===== src/rtl/meta_packet_align.sv =====
// Metadata/packet aligner: queues metadata words and attaches exactly one to the
// first beat of each AXI-Stream packet, stalling or flagging a miss when none is queued.
module meta_packet_align #(
  parameter int unsigned DATA_W         = 64,
  parameter int unsigned META_W         = 32,
  parameter int unsigned DEPTH          = 8,
  parameter bit          STALL_ON_EMPTY = 1'b1,
  parameter int unsigned CNT_W          = 16
) (
  input  logic                         clk,
  input  logic                         rst,
  input  logic                         meta_in_valid,
  input  logic [META_W-1:0]            meta_in_data,
  output logic                         meta_in_ready,
  input  logic                         s_valid,
  input  logic [DATA_W-1:0]            s_data,
  input  logic                         s_last,
  output logic                         s_ready,
  output logic                         m_valid,
  output logic [DATA_W-1:0]            m_data,
  output logic                         m_last,
  input  logic                         m_ready,
  output logic [META_W-1:0]            m_meta,
  output logic                         m_meta_valid,
  output logic                         m_sop,
  output logic [$clog2(DEPTH+1)-1:0]   meta_level,
  output logic [CNT_W-1:0]             pkt_count,
  output logic [CNT_W-1:0]             miss_count,
  output logic                         err_miss
);

  localparam int unsigned PTR_W = $clog2(DEPTH);
  localparam int unsigned LVL_W = $clog2(DEPTH+1);

  logic [META_W-1:0] mem [DEPTH];
  logic [PTR_W-1:0]  wr_ptr;
  logic [PTR_W-1:0]  rd_ptr;
  logic [LVL_W-1:0]  level;
  logic [LVL_W-1:0]  level_nxt;
  logic              full_r;
  logic              sop_r;
  logic              err_r;
  logic [CNT_W-1:0]  pkt_r;
  logic [CNT_W-1:0]  miss_r;

  logic empty;
  logic gate;
  logic xfer;
  logic push;
  logic pop;
  logic hit;
  logic miss;

  // Handshake and tagging decisions for the current beat
  assign empty = (level == '0);
  assign gate  = !(sop_r && empty && STALL_ON_EMPTY);
  assign xfer  = s_valid && gate && m_ready;
  assign push  = meta_in_valid && !full_r;
  assign pop   = xfer && sop_r && !empty;
  assign miss  = xfer && sop_r && empty;
  assign hit   = sop_r && !empty && s_valid;

  assign meta_in_ready = !full_r;
  assign m_valid       = s_valid && gate;
  assign s_ready       = m_ready && gate;
  assign m_data        = s_data;
  assign m_last        = s_last;
  assign m_sop         = sop_r;
  assign m_meta_valid  = hit;
  assign m_meta        = hit ? mem[rd_ptr] : '0;
  assign meta_level    = level;
  assign pkt_count     = pkt_r;
  assign miss_count    = miss_r;
  assign err_miss      = err_r;

  always_comb begin
    level_nxt = level;
    if (push && !pop) begin
      level_nxt = level + LVL_W'(1);
    end else if (pop && !push) begin
      level_nxt = level - LVL_W'(1);
    end
  end

  // Storage has no reset; only entries below the level are ever read
  always_ff @(posedge clk) begin
    if (push) begin
      mem[wr_ptr] <= meta_in_data;
    end
  end

  always_ff @(posedge clk) begin
    if (rst) begin
      wr_ptr <= '0;
      rd_ptr <= '0;
      level  <= '0;
      full_r <= 1'b0;
      sop_r  <= 1'b1;
      err_r  <= 1'b0;
      pkt_r  <= '0;
      miss_r <= '0;
    end else begin
      if (push) begin
        wr_ptr <= wr_ptr + PTR_W'(1);
      end
      if (pop) begin
        rd_ptr <= rd_ptr + PTR_W'(1);
      end
      level  <= level_nxt;
      full_r <= (level_nxt == LVL_W'(DEPTH));
      if (xfer) begin
        sop_r <= s_last;
        if (s_last) begin
          pkt_r <= pkt_r + CNT_W'(1);
        end
      end
      if (miss) begin
        err_r <= 1'b1;
        if (miss_r != {CNT_W{1'b1}}) begin
          miss_r <= miss_r + CNT_W'(1);
        end
      end
    end
  end

endmodule


===== config.mk =====
export PLATFORM = sky130hd
export DESIGN_NAME = meta_packet_align
export DESIGN_NICKNAME = d
export VERILOG_FILES = /design/src/rtl/meta_packet_align.sv
export SDC_FILE = /design/constraint.sdc
export NUM_CORES = 1
export LEC_CHECK = 0
export CORE_UTILIZATION = 52
export CTS_BUF_LIST = sky130_fd_sc_hd__clkbuf_16
export DETAILED_ROUTE_END_ITERATION = 10
export GPL_TIMING_DRIVEN = 1
export HOLD_SLACK_MARGIN = 0.05
export PLACE_DENSITY = 0.79
export SLEW_MARGIN = 20
export SYNTH_ARGS = -nofsm -noshare
export SYNTH_HDL_FRONTEND = slang
export SYNTH_SLANG_ARGS = --single-unit

===== constraint.sdc =====
create_clock -name clk -period 5.2 [get_ports clk]
set_input_delay 0.78 -clock clk [delete_from_list [all_inputs] [get_ports clk]]
set_output_delay 0.78 -clock clk [all_outputs]
set_load 0.03 [all_outputs]

==> reports/metrics.yaml, run 1 <==
rows: 55
grt_overflow: 0
grt_use_met2_pct: 33.5
fmax_mhz: 240
initial_core_util_pct: 53.2
track_usage_pct: 19.8
cts_tree: "built"
power.total_uw: 5840
yosys.cell_types.count: 36
synth_top_cells_by_area: "edfxtp_1 (64%), mux4_2 (12%), dfxtp_1 (8.0%)"
die_h_um: 154
setup_viol: 0
grtUsageMet1_pct: 25.1
clkTransAtPathRegs_ns: 0.06
ioPinCount: 241
arrival_ns: 3.39
post_drt_wl_per_cell_um: 22.1
drt_iter0_drc: 409
ir_drop_uv: 226
die-area_um2: 23900
drtAntennaViolNets: 0
fin_tns_setup_ns: 0
period_needed_ns: 4.17
syn_avg_cell_area_um2: 17.9
netlist_area_um2: 12100
maxCapViolations: 0
cts_max_level: 1
power.leakage_uw: 0.00451
yosysSeqAreaShare_pct: 71.6
tightest_slew_ns: 0.983
holdBufCountCts: 0
area.growth.synth_to_final_pct: 17.8
grt_pass1_wl_mm: 35.9
worst-setup-path-type: "flop to primary output"
cp_max_fo: 26
status: "completed"
maxSlewViolCount: 0
syn_inst: 674
hold_path.class: "flop to flop"
syn_nets: 781
num-nets-final: 848
grtUsageMet3_pct: 5.18
cts.path.max_buffers: 3
worstSetupStartpointType: "flop"
worst_clock_skew_ns: 0.0331
hold_viol: 0
relSlewSlack_pct: 34.5
drive_gt1_share_pct: 18.0
fp.dieW_um: 154
design.core.area_um2: 22700
antenna_found_initial: 1
yosysTopAreaCellShare_pct: 63.6
n_antenna_cell: 0
cp-end-kind: "primary output"
async_flop_share_pct: 0
drcViolationCount: 0
cts.sinks: 304
fin_util_pct: 62.7
crit_chain: "inv_1, ha_1, nor3b_2, nand3b_1, buf_4, nor2_1, clkdlybuf4s50_1"
firstDrtPassIters: 4
gp_congestion: 0.763
root_buffer: "clkbuf_16"
dpl.hpwl_mm: 13.9
dr_total_vias: 6082
post_cts_buffers: 0
cts_resized: 0
finalWirelength_mm: 23.2
final_cell_mix: "edfxtp_1 (256), clkdlybuf4s50_1 (112), mux4_2 (64)"
grt_pass1_vias: 6401
crit_buf_inv: 3
insertion_delay_ns: 0.56
mostFrequentLayoutCell: "edfxtp_1"
crit_slowest_cell: "clkdlybuf4s50_1"
min_period_over_period_pct: 80.3
required_ns: 4.42
busiest_layer: "met2"
ys_ff_latch: 304
crit_path_max_incr_delay_ns: 0.72
rsz0062_at_grt: "no"
path_delay_family: "buffers and inverters"
yosys.area.top_type: "edfxtp_1"
vias_per_cell: 5.79
synth_edf_count: 256
fillerInstances: 1567
grt_max_degree: 49
io_buffers: 112
numCtsBuffers: 30
synth_warnings: 0
ys.flop_type: "edfxtp_1"
p_per_area_nw_per_um2: 410
-- area by class of cell --
type	count	area, µm²	share of cell area [%]
multi-input combinational	273	2890	20.3
sequential	304	8660	60.8
timing repair buffer	127	1320	9.25
tap	285	357	2.50
clock buffer	30	751	5.27
inverter	5	18.8	0.132
clock inverter	26	249	1.75
-- worst paths after layout --
kind / from / end / slack [ns] / depth (start not counted)
worst max-delay path: meta_level[0] / m_meta[30] / 1.03 / 7
worst max register to register: full_r / mem[1][3] / 2.99 / 3
worst min register to register: miss_count[8] / miss_count[8] / 0.47 / 1
worst min-delay path: miss_count[8] / miss_count[8] / 0.47 / 1
-- worst reg2reg max path, delay by kind of cell, from the launching register on --
| kind | cells | cell delay, ns |
|---|---|---|
| buffers and inverters | 1 | 0.28 |
| DFF | 1 | 0.32 |
| and+or+nand+nor | 2 | 1.25 |
-- flip-flops by register name (all words and copies together), names as in the netlist, named ones only --
| register | flops |
|---|---|
| err_miss | 1 |
| full_r | 1 |
| m_sop | 1 |
| mem | 256 |
| meta_level | 4 |
| miss_count | 16 |
| pkt_count | 16 |
| rd_ptr | 3 |
| wr_ptr | 3 |
-- per-layer routing --
layer,vias up,wire [µm]
li1,2662,-
met1,3071,9050
met2,290,11600
met3,57,2030
met4,2,528
met5,-,13
-- kinds of logic (layout without fill, tap and decap cells) --
| kind of cell | Yosys count | in the layout | synth area share [%] |
|---|---|---|---|
| flip-flops | 304 | 304 | 71.6 |
| AND/OR/NAND/NOR | 139 | 139 | 5.89 |
| multiplexers | 98 | 98 | 14.7 |
| buffers and inverters | 97 | 188 | 5.10 |
| XOR/XNOR | 23 | 23 | 1.67 |
| adder cells (fa/ha/maj) | 7 | 7 | 0.683 |
| AO/OA/AOI/OAI | 6 | 6 | 0.342 |
-- Yosys cell counts (2+ instances only) --
library cell,count
a21oi_1,3
and3_1,3
and4_1,2
buf_1,4
buf_2,7
buf_4,65
clkbuf_1,16
dfxtp_1,48
edfxtp_1,256
ha_1,5
inv_1,5
maj3_1,2
mux2i_1,34
mux4_2,64
nand2_1,16
nand2b_1,4
nand3_1,9
nand4_1,5
nor2_1,63
nor2b_1,21
nor3_1,4
nor4_1,3
xnor2_1,8
xor2_1,15
-- stage by stage --
step                setup slack, ns  cell area, µm²  hold WS, ns  cells
finish                         1.03           14200        0.468   1050
global route                  0.835           14200        0.480   1050
CTS                           0.975           14200        0.468   1048
detailed placement             1.32           13200        0.459    992
global placement               1.36           13100        0.455    991
floorplan                     0.559           12100        0.472    674
-- report_power, final --
part	switching [µW]	internal (µW)	total [µW]
sequential	89.8	2720	2810
clock	854	1290	2140
combinational	477	409	885
total	1420	4420	5840
Note: power is estimated with default switching activity, not from simulation.
==> run 2, diff against run 1 <==
--- a/config.mk
+++ b/config.mk
@@ -5,12 +5,12 @@
 export SDC_FILE = /design/constraint.sdc
 export NUM_CORES = 1
 export LEC_CHECK = 0
-export CORE_UTILIZATION = 52
+export CORE_UTILIZATION = 47
 export CTS_BUF_LIST = sky130_fd_sc_hd__clkbuf_16
 export DETAILED_ROUTE_END_ITERATION = 10
 export GPL_TIMING_DRIVEN = 1
 export HOLD_SLACK_MARGIN = 0.05
-export PLACE_DENSITY = 0.79
+export PLACE_DENSITY = 0.76
 export SLEW_MARGIN = 20
 export SYNTH_ARGS = -nofsm -noshare
 export SYNTH_HDL_FRONTEND = slang
==> constraint.sdc (replaced) <==
create_clock -name clk -period 3.52 [get_ports clk]
set_input_delay 0.528 -clock clk [delete_from_list [all_inputs] [get_ports clk]]
set_output_delay 0.528 -clock clk [all_outputs]
set_load 0.03 [all_outputs]
==> reports/metrics.yaml, run 2 (same netlist as run 1, synthesis figures left out) <==
period_needed_ns: 3.33
die_h_um: 162  # +5.1%
cts.path.max_buffers: 3  # unchanged
crit_path_max_incr_delay_ns: 0.71  # about the same
initial_core_util_pct: 48.0  # -5.2 points
cp-end-kind: "primary output"
grt_max_degree: 49  # unchanged
fin_util_pct: 56.7  # -6.0 points
crit_path_start: "meta_level[0]"
maxSlewViolCount: 0  # unchanged
cp_max_fo: 8  # -69%
antenna_found_initial: 1  # unchanged
rows: 58  # +5.5%
setup_viol: 0  # unchanged
crit_slowest_cell: "clkdlybuf4s50_1"
largest_register: "mem"
num-nets-final: 855  # +0.83%
numCtsBuffers: 30  # unchanged
fmax_mhz: 300
vias_per_cell: 5.38  # -7.1%
drcViolationCount: 0  # unchanged
arrival_ns: 2.80  # -0.59 ns
final_cell_mix: "edfxtp_1 (256), clkdlybuf4s50_1 (82), mux4_2 (64)"
io_buffers: 112  # unchanged
grt_pass1_vias: 6314  # -1.4%
power.leakage_uw: 0.00475  # +5.4%
design.core.area_um2: 25200  # +11%
required_ns: 2.99  # -1.43 ns
finalWirelength_mm: 23.9  # +3.1%
largest_reg_flops: 256  # unchanged
drtAntennaViolNets: 0  # unchanged
worst-setup-path-type: "flop to primary output"
drive_gt1_share_pct: 21.4  # +3.4 points
status: "completed"
insertion_delay_ns: 0.53  # -0.03 ns
worst_clock_skew_ns: 0.00563  # -0.0275 ns
firstDrtPassIters: 4  # unchanged
cts.sinks: 304  # unchanged
rsz0062_at_grt: "no"
drt_iter0_drc: 357  # -13%
cts_tree: "built"
maxCapViolations: 0  # unchanged
die-area_um2: 26400  # +10%
dr_total_vias: 5924  # -2.6%
min_period_over_period_pct: 94.6
p_per_area_nw_per_um2: 596  # +45%
grt_overflow: 0  # unchanged
track_usage_pct: 18.2  # -1.5 points
root_buffer: "clkbuf_16"
gp_congestion: 0.765  # +0.22%
clkTransAtPathRegs_ns: 0.06  # about the same
ir_drop_uv: 427  # +89%
worstSetupStartpointType: "flop"
mostFrequentLayoutCell: "edfxtp_1"
post_drt_wl_per_cell_um: 21.7  # -1.7%
min_from: "miss_count[13]"
dp.cells: 1045  # +5.3%
fin_tns_setup_ns: 0  # unchanged
area.growth.synth_to_final_pct: 18.2
r2r_start: "meta_level[0]"
hold_path.class: "flop to flop"
layoutNonFillerInstCount: 1101  # +4.9%
hold_viol: 0  # unchanged
grt_pass1_wl_mm: 36.2  # +0.71%
dpl.hpwl_mm: 14.7  # +6.3%
ioPinCount: 241  # unchanged
crit_chain: "inv_1, ha_1, nor3b_2, nand3b_1, nor2_1, clkdlybuf4s50_1"
fp.dieW_um: 162  # +5.1%
relSlewSlack_pct: 58.3  # +24 points
tightest_slew_ns: 0.626  # -0.357 ns
cts_max_level: 1  # unchanged
==> run 2: changes by cell type in the layout (fill, tap and decap cells not counted), moves of 3 or more <==
cell / previous run / this run
buf_4: 9 / 34
bufinv_16: 5 / 1
clkbuf_16: 30 / 33
clkdlybuf4s50_1: 112 / 82
clkinv_1: 7 / 2
clkinvlp_4: 0 / 4
dlymetal6s2s_1: 0 / 11
==> run 2: power breakdown <==
group	internal [µW]	switching [µW]	leakage, µW
combinational	632	765	0.00155
clock	1750	1260	0.000492
sequential	4020	91.9	0.00272
==> run 2: area by class of cell <==
class	count	area (µm²)
Multi-Input combinational cell	273	2880
Antenna cell	1	2.50
Clock inverter	21	126
Inverter	5	18.8
Tap cell	330	413
Sequential cell	304	8660
Fill cell	1809	10900
Clock buffer	33	826
Timing Repair Buffer	134	1350
==> run 2: final timing paths <==
path | cells past startpoint | slack (ns) | to
worst max-delay path | 6 | 0.19 | m_meta[20]
worst min-delay path | 1 | 0.47 | miss_count[13]
worst max register to register | 7 | 1.37 | full_r
worst min register to register | 1 | 0.47 | miss_count[13]
==> run 2: timing repair <==
action / in CTS / in global routing
hold buffers: 0 / 0
endpoints found under the hold margin: 0 / 0
setup endpoints to repair: 0 / 13
buffers inserted: 0 / 1
gates resized for setup: 0 / 11
==> run 2: through the flow <==
| stage | total power [µW] | hold slack, ns | cell area, µm² | setup WS, ns |
|---|---|---|---|---|
| after floorplan | 5180 | 0.472 | 12100 | -0.0326 |
| after global placement | 5550 | 0.453 | 13300 | 0.573 |
| after detailed placement | 5600 | 0.456 | 13300 | 0.517 |
| after CTS | 8580 | 0.469 | 14200 | 0.00980 |
| after global routing | 8820 | 0.477 | 14300 | 0.0306 |
| final | 8510 | 0.468 | 14300 | 0.192 |
==> run 2: critical path: cells and delay by family, from the launching register on <==
kind | cells | cell delay [ns]
buffers and inverters | 2 | 0.82
adder cells (fa/ha/maj) | 1 | 0.24
AND/OR/NAND/NOR | 3 | 0.72
flip-flops | 1 | 0.48
==> run 2: routing by layer <==
| layer | routed length, µm | global-route usage [%] | vias up |
|---|---|---|---|
| li1 | - | - | 2671 |
| met1 | 9310 | 22.2 | 3021 |
| met2 | 12600 | 32.3 | 170 |
| met3 | 1490 | 3.92 | 62 |
| met4 | 574 | 5.83 | 0 |
| met5 | 0 | 0 | - |
==> run 3, diff against run 2 <==
--- a/config.mk
+++ b/config.mk
@@ -5,6 +5,7 @@
 export SDC_FILE = /design/constraint.sdc
 export NUM_CORES = 1
 export LEC_CHECK = 0
+export ABC_CLOCK_PERIOD_IN_PS = 3520
 export CORE_UTILIZATION = 47
 export CTS_BUF_LIST = sky130_fd_sc_hd__clkbuf_16
 export DETAILED_ROUTE_END_ITERATION = 10
==> results of run 3 <==
Same layout as run 2: the final DEF is identical, and so are final timing and power.
